`config.mk`:
```
export PLATFORM = sky130hd
export DESIGN_NAME = spi_sram_port_flat
export DESIGN_NICKNAME = d
export VERILOG_FILES = /design/src/rtl/spi_sram_port_if.sv /design/src/rtl/spi_sram_port.sv /design/src/flat_wrapper.sv
export SDC_FILE = /design/constraint.sdc
export NUM_CORES = 1
export LEC_CHECK = 0
export ABC_AREA = 1
export BUFFER_PORTS_ARGS = -buffer_cell sky130_fd_sc_hd__buf_4
export CAP_MARGIN = 20
export CELL_PAD_IN_SITES_DETAIL_PLACEMENT = 1
export CELL_PAD_IN_SITES_GLOBAL_PLACEMENT = 1
export CORE_ASPECT_RATIO = 1.5
export CORE_MARGIN = 5
export CORE_UTILIZATION = 40
export DETAILED_ROUTE_END_ITERATION = 7
export GPL_ROUTABILITY_DRIVEN = 0
export MAX_ROUTING_LAYER = met4
export PLACE_DENSITY_LB_ADDON = 0.1
export RECOVER_POWER = 50
export SLEW_MARGIN = 15
export SYNTH_ARGS = -nofsm -noshare
export SYNTH_HDL_FRONTEND = slang
export SYNTH_SLANG_ARGS = --single-unit
```
`constraint.sdc`:
```
create_clock -name clk -period 4.63 [get_ports clk]
set_input_delay 0.2315 -clock clk [delete_from_list [all_inputs] [get_ports clk]]
set_output_delay 0.2315 -clock clk [all_outputs]
set_load 0.005 [all_outputs]
```
`src/rtl/spi_sram_port_if.sv`:
```
// spi_sram_port_if
// Groups the CPU-side request/response handshake and the four SPI SRAM pins
// of the serial-memory engine into one bundle.
//   addr_in, data_in          : transfer address / write word (start cycle only)
//   start_read, start_write   : single-cycle request pulses
//   data_out, busy            : last completed read word, transaction in progress
//   spi_select, spi_clk_out,
//   spi_mosi, spi_miso        : SPI mode-0 pins (select active-low)
// The slave modport is the engine's view; the master modport is the client's view.
interface spi_sram_port_if #(
    parameter int DATA_WIDTH_BYTES = 2,
    parameter int ADDR_BITS        = 16
);
    logic [ADDR_BITS-1:0]          addr_in;
    logic [8*DATA_WIDTH_BYTES-1:0] data_in;
    logic                          start_read;
    logic                          start_write;
    logic [8*DATA_WIDTH_BYTES-1:0] data_out;
    logic                          busy;
    logic                          spi_select;
    logic                          spi_clk_out;
    logic                          spi_mosi;
    logic                          spi_miso;

    modport slave (
        input  addr_in, data_in, start_read, start_write, spi_miso,
        output data_out, busy, spi_select, spi_clk_out, spi_mosi
    );

    modport master (
        output addr_in, data_in, start_read, start_write, spi_miso,
        input  data_out, busy, spi_select, spi_clk_out, spi_mosi
    );
endinterface

```
`src/rtl/spi_sram_port.sv`:
```
// spi_sram_port
// Serial-memory engine between the CPU core and a 23LC512-class SPI SRAM.
// A start pulse latches command, address and write word into one shift
// register; a full SPI mode-0 transaction (command, address, data) is then
// run at clk/2 and, for reads, the received word is published on data_out.
// Ports:
//   clk  : system clock (only clock)
//   rst  : asynchronous active-high reset
//   bus  : spi_sram_port_if.slave (handshake + SPI pins)
// Data bytes travel little-endian on the wire (word bits [7:0] first),
// MSB-first within each byte, in both directions.
module spi_sram_port #(
    parameter int DATA_WIDTH_BYTES = 2,
    parameter int ADDR_BITS        = 16
) (
    input  logic           clk,
    input  logic           rst,
    spi_sram_port_if.slave bus
);
    localparam int DW    = 8 * DATA_WIDTH_BYTES;
    localparam int N     = 8 + ADDR_BITS + DW;
    localparam int CNT_W = $clog2(N);
    localparam logic [CNT_W-1:0] LAST_BIT  = CNT_W'(N - 1);
    localparam logic [7:0]       CMD_WRITE = 8'h02;
    localparam logic [7:0]       CMD_READ  = 8'h03;

    typedef enum logic [1:0] {IDLE, SELECT, SHIFT, DESELECT} state_t;

    state_t           r_state;
    state_t           w_nextState;
    logic [N-1:0]     r_tx;
    logic [DW-1:0]    r_rx;
    logic [CNT_W-1:0] r_bitCnt;
    logic             r_phase;
    logic             r_isRead;
    logic [DW-1:0]    r_dataOut;

    logic             w_start;
    logic             w_lastBit;
    logic [DW-1:0]    w_rxNext;

    // Reverses byte order so the word's low byte sits at the wire-first end.
    function automatic logic [DW-1:0] swapBytes(input logic [DW-1:0] word);
        logic [DW-1:0] swapped;
        swapped = '0;
        for (int i = 0; i < DATA_WIDTH_BYTES; i++) begin
            swapped[8*i +: 8] = word[8*(DATA_WIDTH_BYTES-1-i) +: 8];
        end
        return swapped;
    endfunction

    assign w_start   = bus.start_read | bus.start_write;
    assign w_lastBit = r_phase && (r_bitCnt == LAST_BIT);
    assign w_rxNext  = {r_rx[DW-2:0], bus.spi_miso};

    // State register.
    always_ff @(posedge clk or posedge rst) begin
        if (rst) begin
            r_state <= IDLE;
        end else begin
            r_state <= w_nextState;
        end
    end

    // Next-state logic; starts outside IDLE fall through unhandled (not queued).
    always_comb begin
        w_nextState = r_state;
        case (r_state)
            IDLE:     if (w_start) w_nextState = SELECT;
            SELECT:   w_nextState = SHIFT;
            SHIFT:    if (w_lastBit) w_nextState = DESELECT;
            DESELECT: w_nextState = IDLE;
            default:  w_nextState = IDLE;
        endcase
    end

    // Datapath. r_phase=0 is the SPI low phase, 1 the high phase; the edge
    // closing the high phase samples MISO and advances the transmit register.
    // The receive register simply keeps the newest DW bits, which after the
    // final bit are exactly the data field.
    always_ff @(posedge clk or posedge rst) begin
        if (rst) begin
            r_tx      <= '0;
            r_rx      <= '0;
            r_bitCnt  <= '0;
            r_phase   <= 1'b0;
            r_isRead  <= 1'b0;
            r_dataOut <= '0;
        end else begin
            case (r_state)
                IDLE: begin
                    if (w_start) begin
                        r_tx     <= {(bus.start_write ? CMD_WRITE : CMD_READ),
                                     bus.addr_in, swapBytes(bus.data_in)};
                        r_isRead <= ~bus.start_write;
                        r_bitCnt <= '0;
                        r_phase  <= 1'b0;
                    end
                end
                SHIFT: begin
                    r_phase <= ~r_phase;
                    if (r_phase) begin
                        r_tx     <= {r_tx[N-2:0], 1'b0};
                        r_rx     <= w_rxNext;
                        r_bitCnt <= r_bitCnt + CNT_W'(1);
                        if (w_lastBit && r_isRead) begin
                            r_dataOut <= swapBytes(w_rxNext);
                        end
                    end
                end
                default: begin
                end
            endcase
        end
    end

    // Outputs decode registered state only, so no input reaches an output
    // combinationally.
    always_comb begin
        bus.busy        = (r_state != IDLE);
        bus.spi_select  = !((r_state == SELECT) || (r_state == SHIFT));
        bus.spi_clk_out = (r_state == SHIFT) && r_phase;
        bus.spi_mosi    = ((r_state == SELECT) || (r_state == SHIFT)) ? r_tx[N-1] : 1'b0;
        bus.data_out    = r_dataOut;
    end
endmodule

```
`src/flat_wrapper.sv`:
```
// flat-port wrapper written by rule: the top's interface ports become plain ports
module spi_sram_port_flat 
#(
    parameter int DATA_WIDTH_BYTES = 2,
    parameter int ADDR_BITS        = 16
)
  (clk, rst, bus_addr_in, bus_data_in, bus_start_read, bus_start_write, bus_spi_miso, bus_data_out, bus_busy, bus_spi_select, bus_spi_clk_out, bus_spi_mosi);
  spi_sram_port_if #(.DATA_WIDTH_BYTES(DATA_WIDTH_BYTES), .ADDR_BITS(ADDR_BITS)) bus_i ();
  input  logic clk;
  input  logic rst;
  input wire logic [$bits(bus_i.addr_in)-1:0] bus_addr_in;
  input wire logic [$bits(bus_i.data_in)-1:0] bus_data_in;
  input wire logic [$bits(bus_i.start_read)-1:0] bus_start_read;
  input wire logic [$bits(bus_i.start_write)-1:0] bus_start_write;
  input wire logic [$bits(bus_i.spi_miso)-1:0] bus_spi_miso;
  output wire logic [$bits(bus_i.data_out)-1:0] bus_data_out;
  output wire logic [$bits(bus_i.busy)-1:0] bus_busy;
  output wire logic [$bits(bus_i.spi_select)-1:0] bus_spi_select;
  output wire logic [$bits(bus_i.spi_clk_out)-1:0] bus_spi_clk_out;
  output wire logic [$bits(bus_i.spi_mosi)-1:0] bus_spi_mosi;
  assign bus_i.addr_in = bus_addr_in;
  assign bus_i.data_in = bus_data_in;
  assign bus_i.start_read = bus_start_read;
  assign bus_i.start_write = bus_start_write;
  assign bus_i.spi_miso = bus_spi_miso;
  assign bus_data_out = bus_i.data_out;
  assign bus_busy = bus_i.busy;
  assign bus_spi_select = bus_i.spi_select;
  assign bus_spi_clk_out = bus_i.spi_clk_out;
  assign bus_spi_mosi = bus_i.spi_mosi;
  spi_sram_port #(.DATA_WIDTH_BYTES(DATA_WIDTH_BYTES), .ADDR_BITS(ADDR_BITS)) u_core (.clk(clk), .rst(rst), .bus(bus_i));
endmodule
```
# Word level (Yosys, flattened, before mapping)
# Index checks and enable logic that the tools add are counted.
# word_totals
n_memories,0
word_cells,45
inputBits,37
out_inout_bits,20
mem_bits_ro,0
latchBits,0
ramBits,0
ff_bits,81
# classes
multipliers,0
n_shift,0
bitwise,3
div,0
reduce_logical,14
add_sub_neg,1
muxes,13
magnitude_cmp,0
eq_ne,7
# op_table
operator,count
2-to-1 mux 40 bit,2
case mux 40 bit (2 select lines),1
2-to-1 mux 6 bit,2
case mux 6 bit (2 select lines),1
case mux 2 bit (4 select lines),1
AND reduction 2 bit,4
"adder 6 x 1 -> 6 bit, second input constant",1
"== test 6 bit, second input constant",1
"!= test 2 x 1 -> 1 bit, second input constant",3
AND reduction 3 bit,2
"== test 2 bit, second input constant",2
2-to-1 mux 2 bit,2
nonzero test 2 bit,2
logical AND 1 bit,3
2-to-1 mux 1 bit,3
"== test 2 x 1 -> 1 bit, second input constant",1
logical NOT 2 bit,1
inverter 1 bit,2
case mux 1 bit (2 select lines),1
logical NOT 1 bit,1
logical OR 1 bit,1
OR 1 bit,1

# Logic depth before layout (Yosys ltp)
# Gate-level depths: netlist of the first run.
# depth
depth_word,4
depth_mapped,10
depth_no_buf,9

# Worst setup path after synthesis of the first run
# OpenSTA, ideal clock, no wires.
# synth_path
path_type,register to register
startpoint,register u_core.r_state[0]
endpoint,register u_core.r_tx[39]
synth_period_minus_slack_ns,1.454
path_slack_ns,3.176
n_path_buf,1
required_ns,4.506
arrival_ns,1.331
setup_time_ns,0.124
path_stages_with_launch,11
cell_sequence,dfrtp_1 -> inv_1 -> ha_1 -> inv_2 -> nand2_1 -> nand2_1 -> nor2_2 -> inv_2 -> buf_2 -> nand2_1 -> o21ai_1
# synth_between
elab_chain_len,3
elab_cells_between_ends,7
cone_classes,eq/ne: 3; mux: 1; reduce/logical: 3
# synth_lines
element,line_no,rtl
from (decl),spi_sram_port.sv:29,state_t r_state;
from (signal assigned),spi_sram_port.sv:61,r_state <= w_nextState;
== test 2 bit / logical NOT 2 bit (equally long branches),spi_sram_port.sv:90,case (r_state)
!= test 2 x 1 -> 1 bit (no line) / nonzero test 2 bit (equally long branches),n/a,
AND reduction 3 bit (no line),n/a,
to (signal assigned),spi_sram_port.sv:93,"r_tx <= {(bus.start_write ? CMD_WRITE : CMD_READ),"
to (signal assigned),spi_sram_port.sv:103,"r_tx <= {r_tx[N-2:0], 1'b0};"
to (decl),spi_sram_port.sv:31,logic [N-1:0] r_tx;
# Parallel ways exist; a longest one is shown, timed or not.
# A chain may end at the register's enable or synchronous reset.

# Worst setup path in the final report of the first run
# layout_path
startpoint,register u_core.r_state[0]
endpoint,"register u_core.r_dataOut[0], in the netlist u_core.bus.data_out[0]"
# layout_between
elab_chain_len,2
# layout_lines
element,line_no,rtl
== test 2 bit,spi_sram_port.sv:90,
AND reduction 3 bit (no line),n/a,
to (signal assigned),spi_sram_port.sv:107,r_dataOut <= swapBytes(w_rxNext);
to (decl),spi_sram_port.sv:36,logic [DW-1:0] r_dataOut;
# Every way passes these cells.

==> results of run 1 <==
==> sequential cells by signal, indices dropped and copies added, names as in the netlist <==
register             count
u_core.bus.data_out     16
u_core.r_tx             40
u_core.r_state           2
u_core.r_rx             15
u_core.r_isRead          1
u_core.r_phase           1
u_core.r_bitCnt          6
==> kinds of logic after synthesis <==
kind of cell | share of synthesized area
buf+inv | 0.0632
compound gates | 0.0691
fa+ha+maj | 0.0139
simple gates | 0.292
flops | 0.562
==> layer usage <==
layer  wire (um)  GRT usage  vias to the layer above
li1            -          -                     1519
met1        3750      0.216                     1472
met2        4300      0.288                       45
met3         300     0.0255                       12
met4         159     0.0759                        0
met5           0          -                        -
==> worst reg2reg max path: stages, from the launching register on <==
cell and delay [ns]:
dfrtp_1 0.37, inv_1 0.11, ha_1 0.56, nand2_1 0.11
buf_4 0.25, inv_2 0.11, nand3_1 0.70, o21ai_0 0.45
==> path summary, 6_finish.rpt <==
kind | start | end | depth (start not counted)
max | u_core.r_state[0] | u_core.bus.data_out[0] | 7
min reg2reg | u_core.r_tx[5] | u_core.r_tx[5] | 2
max in group asynchronous | rst | u_core.r_tx[21] | 4
max reg2reg | u_core.r_state[0] | u_core.bus.data_out[0] | 7
min | bus_start_write | u_core.r_isRead | 2
min in group asynchronous | rst | u_core.bus.data_out[8] | 3
==> cell usage in the layout, fill, tap and decap left out, types with 4 or more instances in the layout <==
cell         n
nand2_1    250
dfrtp_1     81
buf_4       39
o21ai_0     35
inv_1       32
clkbuf_4    19
nand3_1     11
nor2_1       9
clkbuf_16    9
o22ai_1      5
a21oi_1      4
ha_1         4
==> area by class of cell <==
type,count,share of cell area
repair buffers,61,0.104
multi-input cells,326,0.310
inverters,36,0.0312
flip-flops and latches,81,0.463
clock inverters,5,0.00743
clock buffers,11,0.0532
well taps,110,0.0315
==> timing repair <==
action	CTS	global route
endpoints found under the hold margin	33	0
resized for setup	0	0
hold buffers	1	0
==> report_power, final <==
part | internal, mW | switching, mW | total (mW)
sequential | 0.929 | 0.112 | 1.04
combinational | 0.310 | 0.699 | 1.01
clock | 0.361 | 0.272 | 0.633
==> synthesized netlist by cell type <==
library cell / instances / area (sq um)
nand3_1: 11 / 55.1
inv_1: 33 / 124
dfrtp_1: 81 / 2030
nand2_1: 250 / 938
or2_2: 1 / 6.26
o21ai_0: 35 / 175
o22ai_1: 5 / 31.3
nor2_1: 9 / 33.8
buf_2: 11 / 55.1
o21ai_1: 3 / 15.0
a21oi_1: 4 / 20.0
clkbuf_1: 10 / 37.5
inv_2: 3 / 11.3
ha_1: 4 / 50.1
nor3_1: 1 / 5.00
o21bai_1: 1 / 7.51
nand4_1: 1 / 6.26
nor2_2: 1 / 6.26
==> impl_metrics.py, run 1 <==
metrics = {
    "outcome": {
        "status": "finished, final reports clean",
    },
    "placement": {
        "io_buffers": 56,
        "place_area_sq_um": 4110,
        "pre_cts_ws_ns": 1.81,
        "dp.cells": 613,
        "hpwl_mm": 5.71,
    },
    "critical_path": {
        "end_kind": "flop",
        "cp-start-kind": "flop",
        "crit_family": "simple AND/OR/NAND/NOR gates",
        "critical_path_buf_inv_count": 3,
        "crit_fanout": 32,
        "worstPathArrival_ns": 2.99,
        "timing_worst_setup_path_type": "flop to flop",
        "crit_required_ns": 4.85,
        "crit_chain": "inv_1, ha_1, nand2_1, buf_4, inv_2, nand3_1, o21ai_0",
        "slowest_delay_ns": 0.70,
        "r2r_setup_slack_ns": 1.87,
        "slowest_stage": "nand3_1",
    },
    "cells_and_area": {
        "drive_gt1_frac": 0.152,
        "area_growth_pct": 21.4,
        "diodes": 0,
        "fin_nets": 556,
        "final_cell_area_sq_um": 4380,
        "post-route-util": 0.496,
        "fillers": 1124,
        "fin_cells": 630,
        "multiInputGateArea_sq_um": 1360,
        "seqCellArea_sq_um": 2030,
    },
    "timing": {
        "tightest_slew_ns": 1.45,
        "setup_tns_ns": 0,
        "rsz0062_at_grt": "false",
        "finalSetupViolCount": 0,
        "period_share": 0.597,
        "max_freq_ghz": 0.362,
        "maxSlewHeadroom": 0.0266,
        "maxSlewViolCount": 0,
        "skew_ns": 0.00506,
        "fin_ws_ns": 1.87,
        "hold_slack_ns": 0.103,
        "period_minus_slack_ns": 2.76,
        "report.final.hold_viol_count": 0,
    },
    "flow_run": {
        "drv_cap": 0,
    },
    "die": {
        "core_sq_um": 8830,
        "die-width_um": 87.5,
        "die_area_sq_um": 11000,
        "io_pins": 57,
        "rows": 42,
        "die_height_um": 126,
        "start_util": 0.408,
    },
    "drt": {
        "first_iter_violations": 148,
        "wl_mm": 8.51,
        "vias": 3048,
        "wl_per_cell_um": 13.5,
        "drc": 0,
        "vias_per_cell": 4.84,
        "ant_nets": 0,
        "firstDrtPassIters": 5,
    },
    "grt": {
        "grt_max_degree": 49,
        "track_usage": 0.177,
        "grt_pass1_vias": 3303,
        "overflow": 0,
        "antenna_found_initial": 0,
        "grt_pass1_wl_mm": 15.3,
    },
    "pwr": {
        "p_leak_nw": 2.34,
        "irDropWorstVdd_v": 0.000344,
        "p_per_area_nw_per_um2": 613,
        "p_total_mw": 2.68,
    },
    "clock_tree": {
        "clkSinkCount": 81,
        "ctsLongestPathBuffers": 2,
        "post_cts_buffers": 0,
        "numCtsBuffers": 9,
        "clock_latency_ns": 0.33,
        "clk_pin_slew_worst_paths_ns": 0.06,
        "htreeDepth": 3,
        "cts_tree": "done",
        "cts_root_buffer": "clkbuf_16",
    },
    "logic_synthesis": {
        "synth_seq_cells": 81,
        "synth_cell_types": 18,
        "ys_seq_area_frac": 0.562,
        "synth_area_sq_um": 3600,
        "synth_cells": 464,
        "syn_avg_cell_area_sq_um": 7.77,
        "syn_nets": 505,
        "yosys_warnings": 0,
    },
    "hold_path": {
        "hold_class": "input pin to flop",
    },
}
Power figures use the tool's default switching activity.
==> run 2: changes to the inputs <==
--- a/config.mk
+++ b/config.mk
@@ -5,7 +5,7 @@
 export SDC_FILE = /design/constraint.sdc
 export NUM_CORES = 1
 export LEC_CHECK = 0
-export ABC_AREA = 1
+export ABC_AREA = 0
 export BUFFER_PORTS_ARGS = -buffer_cell sky130_fd_sc_hd__buf_4
 export CAP_MARGIN = 20
 export CELL_PAD_IN_SITES_DETAIL_PLACEMENT = 1
==> constraint.sdc (replaced) <==
create_clock -name clk -period 2.4 [get_ports clk]
set_input_delay 0.12 -clock clk [delete_from_list [all_inputs] [get_ports clk]]
set_output_delay 0.12 -clock clk [all_outputs]
set_load 0.005 [all_outputs]
==> run 2 against run 1 <==
The run now ends with max-capacitance violations, max-slew violations left; worst setup slack got worse by 1.5 ns; global-route usage decreased by 1.7 points; non-clock buffer count increased by 7; largest power group unchanged; register-to-register slack got worse by 1.5 ns; synthesized cell count decreased by 36%; combinational power increased by 75%; core utilization increased by 1.3 points; clock skew about the same; area after synthesis decreased by 0.28%; first-iteration DRC count decreased by 39%.
==> impl_metrics.py, run 2 <==
metrics = {
    "pwr": {
        "p_per_area_nw_per_um2": 1160,
        "power.share.clock": 0.268,
        "comb_power_share": 0.339,
        "seq_power_share": 0.393,
        "irDropWorstVdd_v": 0.000602,
        "internal_power_mw": 3.49,
        "p_sw_mw": 1.75,
        "p_leak_nw": 2.09,
        "swShare": 0.334,
        "p_total_mw": 5.24,
    },
    "logic_synthesis": {
        "syn_nets": 337,
        "yosysTopAreaCell": "dfrtp_1",
        "synthArstFlopShare": 1.00,
        "synth.most_common_cell": "dfrtp_1",
        "synth_seq_cells": 81,
        "synth_cell_types": 35,
        "syn_avg_cell_area_sq_um": 12.1,
        "ys_seq_area_frac": 0.564,
        "yosys_most_used_dff": "dfrtp_1",
        "yosys_warnings": 0,
        "synth-edff-count": 0,
        "synth_area_sq_um": 3590,
        "synth.area.top_cells": "dfrtp_1, mux2_2, mux2i_1",
        "synth_cells": 296,
        "synth_top_cell_area_share": 0.564,
        "synth.top_cells.by_count": "dfrtp_1, o21ai_0, mux2i_1",
    },
    "die": {
        "start_util": 0.407,
        "core_sq_um": 8830,
        "die-width_um": 87.4,
        "die_area_sq_um": 11000,
        "io_pins": 57,
        "die_height_um": 126,
        "rows": 42,
    },
    "timing": {
        "setup_tns_ns": 0,
        "maxSlewViolCount": 39,
        "report.final.hold_viol_count": 0,
        "maxSlewHeadroom": -0.0293,
        "tightest_slew_ns": 1.54,
        "rsz0062_at_grt": "false",
        "skew_ns": 0.00493,
        "period_share": 0.862,
        "max_freq_ghz": 0.484,
        "period_minus_slack_ns": 2.07,
        "finalSetupViolCount": 0,
    },
    "outcome": {
        "violations": "max-capacitance violations, max-slew violations",
        "status": "finished with violations",
    },
    "grt": {
        "overflow": 0,
        "top_usage_layer": "met2",
        "track_usage": 0.159,
        "met3_usage": 0.0320,
        "grt_pass1_vias": 2782,
        "met1_usage": 0.189,
        "grt_max_degree": 44,
        "antenna_found_initial": 0,
        "grt_pass1_wl_mm": 13.5,
        "grt_use_met2": 0.262,
    },
    "clock_tree": {
        "clk_pin_slew_worst_paths_ns": 0.06,
        "post_cts_resized": 0,
        "htreeDepth": 3,
        "ctsLongestPathBuffers": 2,
        "hold_buffers": 1,
        "cts_root_buffer": "clkbuf_16",
        "cts_tree": "done",
        "post_cts_buffers": 0,
        "clock_latency_ns": 0.33,
        "clkSinkCount": 81,
        "numCtsBuffers": 9,
    },
    "cells_and_area": {
        "area_growth_pct": 25.0,
        "seqCellArea_sq_um": 2030,
        "diodes": 0,
        "drive_gt1_frac": 0.331,
        "fillers": 940,
        "final_cell_area_sq_um": 4490,
        "top_register": "u_core.r_tx",
        "fin_cells": 470,
        "largest_reg_flops": 40,
        "multiInputGateArea_sq_um": 1470,
        "final_cell_mix": "dfrtp_1, o21ai_0, buf_4",
        "final_common_cell": "dfrtp_1",
        "fin_nets": 396,
    },
    "placement": {
        "io_buffers": 56,
        "dp.cells": 453,
        "hpwl_mm": 5.38,
        "place_area_sq_um": 4180,
    },
    "drt": {
        "firstDrtPassIters": 4,
        "vias_per_cell": 5.36,
        "vias": 2517,
        "drc": 0,
        "first_iter_violations": 90,
        "wl_per_cell_um": 16.8,
        "ant_nets": 0,
        "wl_mm": 7.90,
    },
    "hold_path": {
        "hold_depth": 2,
        "hold_class": "input pin to flop",
    },
    "critical_path": {
        "cp-start-kind": "flop",
        "slowest_stage": "dfrtp_1",
        "crit_top_cell": "buf_4",
        "crit_family": "buffers and inverters",
        "crit_chain": "inv_1, ha_2, buf_4, nand2_1, buf_4, inv_1, buf_4",
        "reg2reg_depth": 6,
        "end_kind": "primary output",
        "critical_path_depth": 7,
        "slowest_delay_ns": 0.37,
        "critical_path_buf_inv_count": 5,
        "worstPathArrival_ns": 1.95,
        "timing_worst_setup_path_type": "flop to primary output",
        "crit_required_ns": 2.28,
        "crit_fanout": 22,
    },
    "flow_run": {
        "drv_cap": 1,
    },
}
## run 2: kinds of logic after synthesis
family	share of synthesized area
compound gates	0.134
flops	0.564
mux	0.198
simple gates	0.0564
buf+inv	0.0334
fa+ha+maj	0.0139
## run 2: area by class of cell
cell class | instances | area share
flip-flops and latches | 81 | 0.451
multi-input cells | 188 | 0.327
repair buffers | 68 | 0.117
clock buffers | 14 | 0.0610
well taps | 110 | 0.0306
clock inverters | 2 | 0.00780
inverters | 7 | 0.00585
## run 2: worst paths after layout
check	slack (ns)	to	from
max	0.33	bus_spi_clk_out	u_core.r_state[0]
min	0.01	u_core.r_tx[0]	bus_data_in[8]
max reg2reg	0.34	u_core.r_tx[30]	u_core.r_state[0]
min reg2reg	0.49	u_core.bus.data_out[5]	u_core.bus.data_out[5]
max in group asynchronous	0.67	u_core.r_tx[38]	rst
min in group asynchronous	0.81	u_core.r_tx[23]	rst
## run 2: through the flow
step	hold slack, ns	util	worst slack (ns)
after floorplan	0.206	-	0.200
after global placement	0.259	0.473	0.385
after detailed placement	0.267	0.473	0.313
after CTS	0.00188	0.509	0.297
after global routing	0.00128	0.509	0.114
final	0.0109	0.509	0.332
## run 2: worst register-to-register path: cells and delay by family (launching register included)
| kind | cells | cell delay [ns] |
|---|---|---|
| compound gates | 1 | 0.10 |
| fa+ha+maj | 1 | 0.26 |
| buf+inv | 2 | 0.36 |
| flops | 1 | 0.37 |
| mux | 1 | 0.40 |
| simple gates | 1 | 0.43 |
## run 2: power by group through the flow
| stage | registers [mW] | logic (mW) | clock network (mW) |
|---|---|---|---|
| 5_1_grt | 2.11 | 2.02 | 1.50 |
| 6_report | 2.06 | 1.77 | 1.41 |
| 2_1_floorplan | 1.99 | 1.31 | 0 |
| 4_1_cts | 2.06 | 1.83 | 1.44 |
| 3_5_place_dp | 2.08 | 1.83 | 0 |
| 3_3_place_gp | 2.06 | 1.75 | 0 |
## run 2: layer usage
metal / part of all wire / wire (um)
met5: 0 / 0
met4: 0.017 / 136
met3: 0.046 / 363
met2: 0.53 / 4160
met1: 0.41 / 3240
==> run 3: changes to the inputs <==
--- a/config.mk
+++ b/config.mk
@@ -15,7 +15,6 @@
 export CORE_UTILIZATION = 40
 export DETAILED_ROUTE_END_ITERATION = 7
 export GPL_ROUTABILITY_DRIVEN = 0
-export MAX_ROUTING_LAYER = met4
 export PLACE_DENSITY_LB_ADDON = 0.1
 export RECOVER_POWER = 50
 export SLEW_MARGIN = 15
==> run 3 against run 2 <==
The run still ends with max-capacitance violations, max-slew violations left; clock skew about the same; via count barely moved; combinational power about the same; fmax decreased by 0.22%; worst setup slack worse by 0.0047 ns; wire length grew 0.19%; core utilization unchanged; die area unchanged; highest routed layer unchanged.
==> impl_metrics.py, run 3 (same netlist as run 2, synthesis figures left out) <==
metrics = {
    "cells_and_area": {
        "fin_cells": 470,
        "largest_reg_flops": 40,
        "drive_gt1_frac": 0.331,
        "final_cell_mix": "dfrtp_1, o21ai_0, buf_4",
        "fin_nets": 396,
        "multiInputGateArea_sq_um": 1470,
        "diodes": 0,
        "final_common_cell": "dfrtp_1",
        "top_register": "u_core.r_tx",
        "area_growth_pct": 25.0,
        "fillers": 940,
        "seqCellArea_sq_um": 2030,
    },
    "critical_path": {
        "r2r_end": "u_core.r_tx[30]",
        "slowest_delay_ns": 0.37,
        "worstPathArrival_ns": 1.95,
        "cp-endpoint": "bus_spi_clk_out",
        "reg2reg_from": "u_core.r_state[0]",
        "crit_required_ns": 2.28,
        "critical_path_depth": 7,
        "slowest_stage": "dfrtp_1",
        "crit_top_cell": "buf_4",
        "crit_chain": "inv_1, ha_2, buf_4, nand2_1, buf_4, inv_1, buf_4",
        "critical_path_buf_inv_count": 5,
        "r2r_setup_slack_ns": 0.34,
        "cp-start-kind": "flop",
        "worst_setup_path_startpoint": "u_core.r_state[0]",
        "crit_fanout": 22,
        "timing_worst_setup_path_type": "flop to primary output",
        "crit_family": "buffers and inverters",
        "reg2reg_depth": 6,
        "end_kind": "primary output",
    },
    "clock_tree": {
        "ctsLongestPathBuffers": 2,
        "post_cts_resized": 0,
        "cts_root_buffer": "clkbuf_16",
        "numCtsBuffers": 9,
        "htreeDepth": 3,
        "clk_pin_slew_worst_paths_ns": 0.06,
        "post_cts_buffers": 0,
        "clkSinkCount": 81,
        "clock_latency_ns": 0.33,
        "cts_tree": "done",
    },
    "timing": {
        "period_minus_slack_ns": 2.07,
        "tightest_slew_ns": 1.54,
        "maxSlewHeadroom": -0.0289,
        "finalSetupViolCount": 0,
        "period_share": 0.864,
        "maxSlewViolCount": 39,
        "setup_tns_ns": 0,
        "skew_ns": 0.00457,
        "max_freq_ghz": 0.482,
        "hold_slack_ns": 0.00990,
        "report.final.hold_viol_count": 0,
        "rsz0062_at_grt": "false",
    },
    "outcome": {
        "status": "finished with violations",
        "violations": "max-capacitance violations, max-slew violations",
    },
    "hold_path": {
        "hold_class": "input pin to flop",
    },
    "drt": {
        "vias": 2516,
        "wl_mm": 7.92,
        "drc": 0,
        "ant_nets": 0,
        "vias_per_cell": 5.35,
        "first_iter_violations": 94,
        "wl_per_cell_um": 16.8,
        "firstDrtPassIters": 4,
    },
    "placement": {
        "hpwl_mm": 5.38,
        "dp.cells": 453,
        "io_buffers": 56,
    },
    "pwr": {
        "p_per_area_nw_per_um2": 1170,
        "seq_power_share": 0.393,
        "power.share.clock": 0.268,
        "swShare": 0.335,
        "internal_power_mw": 3.49,
        "p_total_mw": 5.24,
        "irDropWorstVdd_v": 0.000602,
        "p_leak_nw": 2.09,
        "comb_power_share": 0.339,
        "p_sw_mw": 1.75,
    },
    "die": {
        "die-width_um": 87.4,
        "io_pins": 57,
        "core_sq_um": 8830,
        "start_util": 0.407,
        "die_area_sq_um": 11000,
        "rows": 42,
        "die_height_um": 126,
    },
    "grt": {
        "track_usage": 0.155,
        "antenna_found_initial": 0,
        "overflow": 0,
        "grt_pass1_vias": 2775,
        "grt_max_degree": 44,
        "grt_pass1_wl_mm": 13.5,
    },
    "flow_run": {
        "drv_cap": 1,
    },
}
## run 3: through the flow
stage,utilization,instance area (sq um),worst slack [ns]
final,0.509,4490,0.327
after global routing,0.509,4490,0.114
after CTS,0.509,4500,0.297
after detailed placement,0.473,4180,0.313
after global placement,0.473,4180,0.385
after floorplan,-,3590,0.200
## run 3: worst reg2reg max path: stages (launching register included)
cell and delay [ns]:
dfrtp_1 0.37, inv_1 0.12, ha_2 0.26, mux2i_4 0.40, or2_2 0.44, buf_4 0.24, o21ai_0 0.10
## run 3: worst min-delay path by stage
stage | cells past startpoint | end | start
after global routing | 2 | u_core.r_tx[0] | bus_data_in[8]
final | 2 | u_core.r_tx[0] | bus_data_in[8]
after CTS | 2 | u_core.r_tx[0] | bus_data_in[8]
after floorplan | 1 | u_core.r_isRead | bus_start_write
after detailed placement | 2 | u_core.r_tx[23] | rst
after global placement | 2 | u_core.r_tx[23] | rst
## run 3: area by class of cell
cell class,count,share of cell area
flip-flops and latches,81,0.451
multi-input cells,188,0.327
repair buffers,68,0.117
clock buffers,14,0.0610
well taps,110,0.0306
clock inverters,2,0.00780
inverters,7,0.00585
## run 3: repair_timing
action                                  4_1_cts  5_1_grt
hold buffers                                  1        0
hold endpoints to repair                     38        0
endpoints found under the setup margin        0        0
## run 3: metal layers
metal  track usage  wire [um]
met1         0.186       3250
met3        0.0340        378
met2         0.264       4160
met5             0          0
met4        0.0623        136
## run 3: power by group through the flow
stage          combinational [mW]  clock, mW  sequential [mW]
6_report                     1.78       1.41             2.06
5_1_grt                      2.02       1.50             2.11
4_1_cts                      1.83       1.44             2.06
3_5_place_dp                 1.83          0             2.08
3_3_place_gp                 1.75          0             2.06
2_1_floorplan                1.31          0             1.99
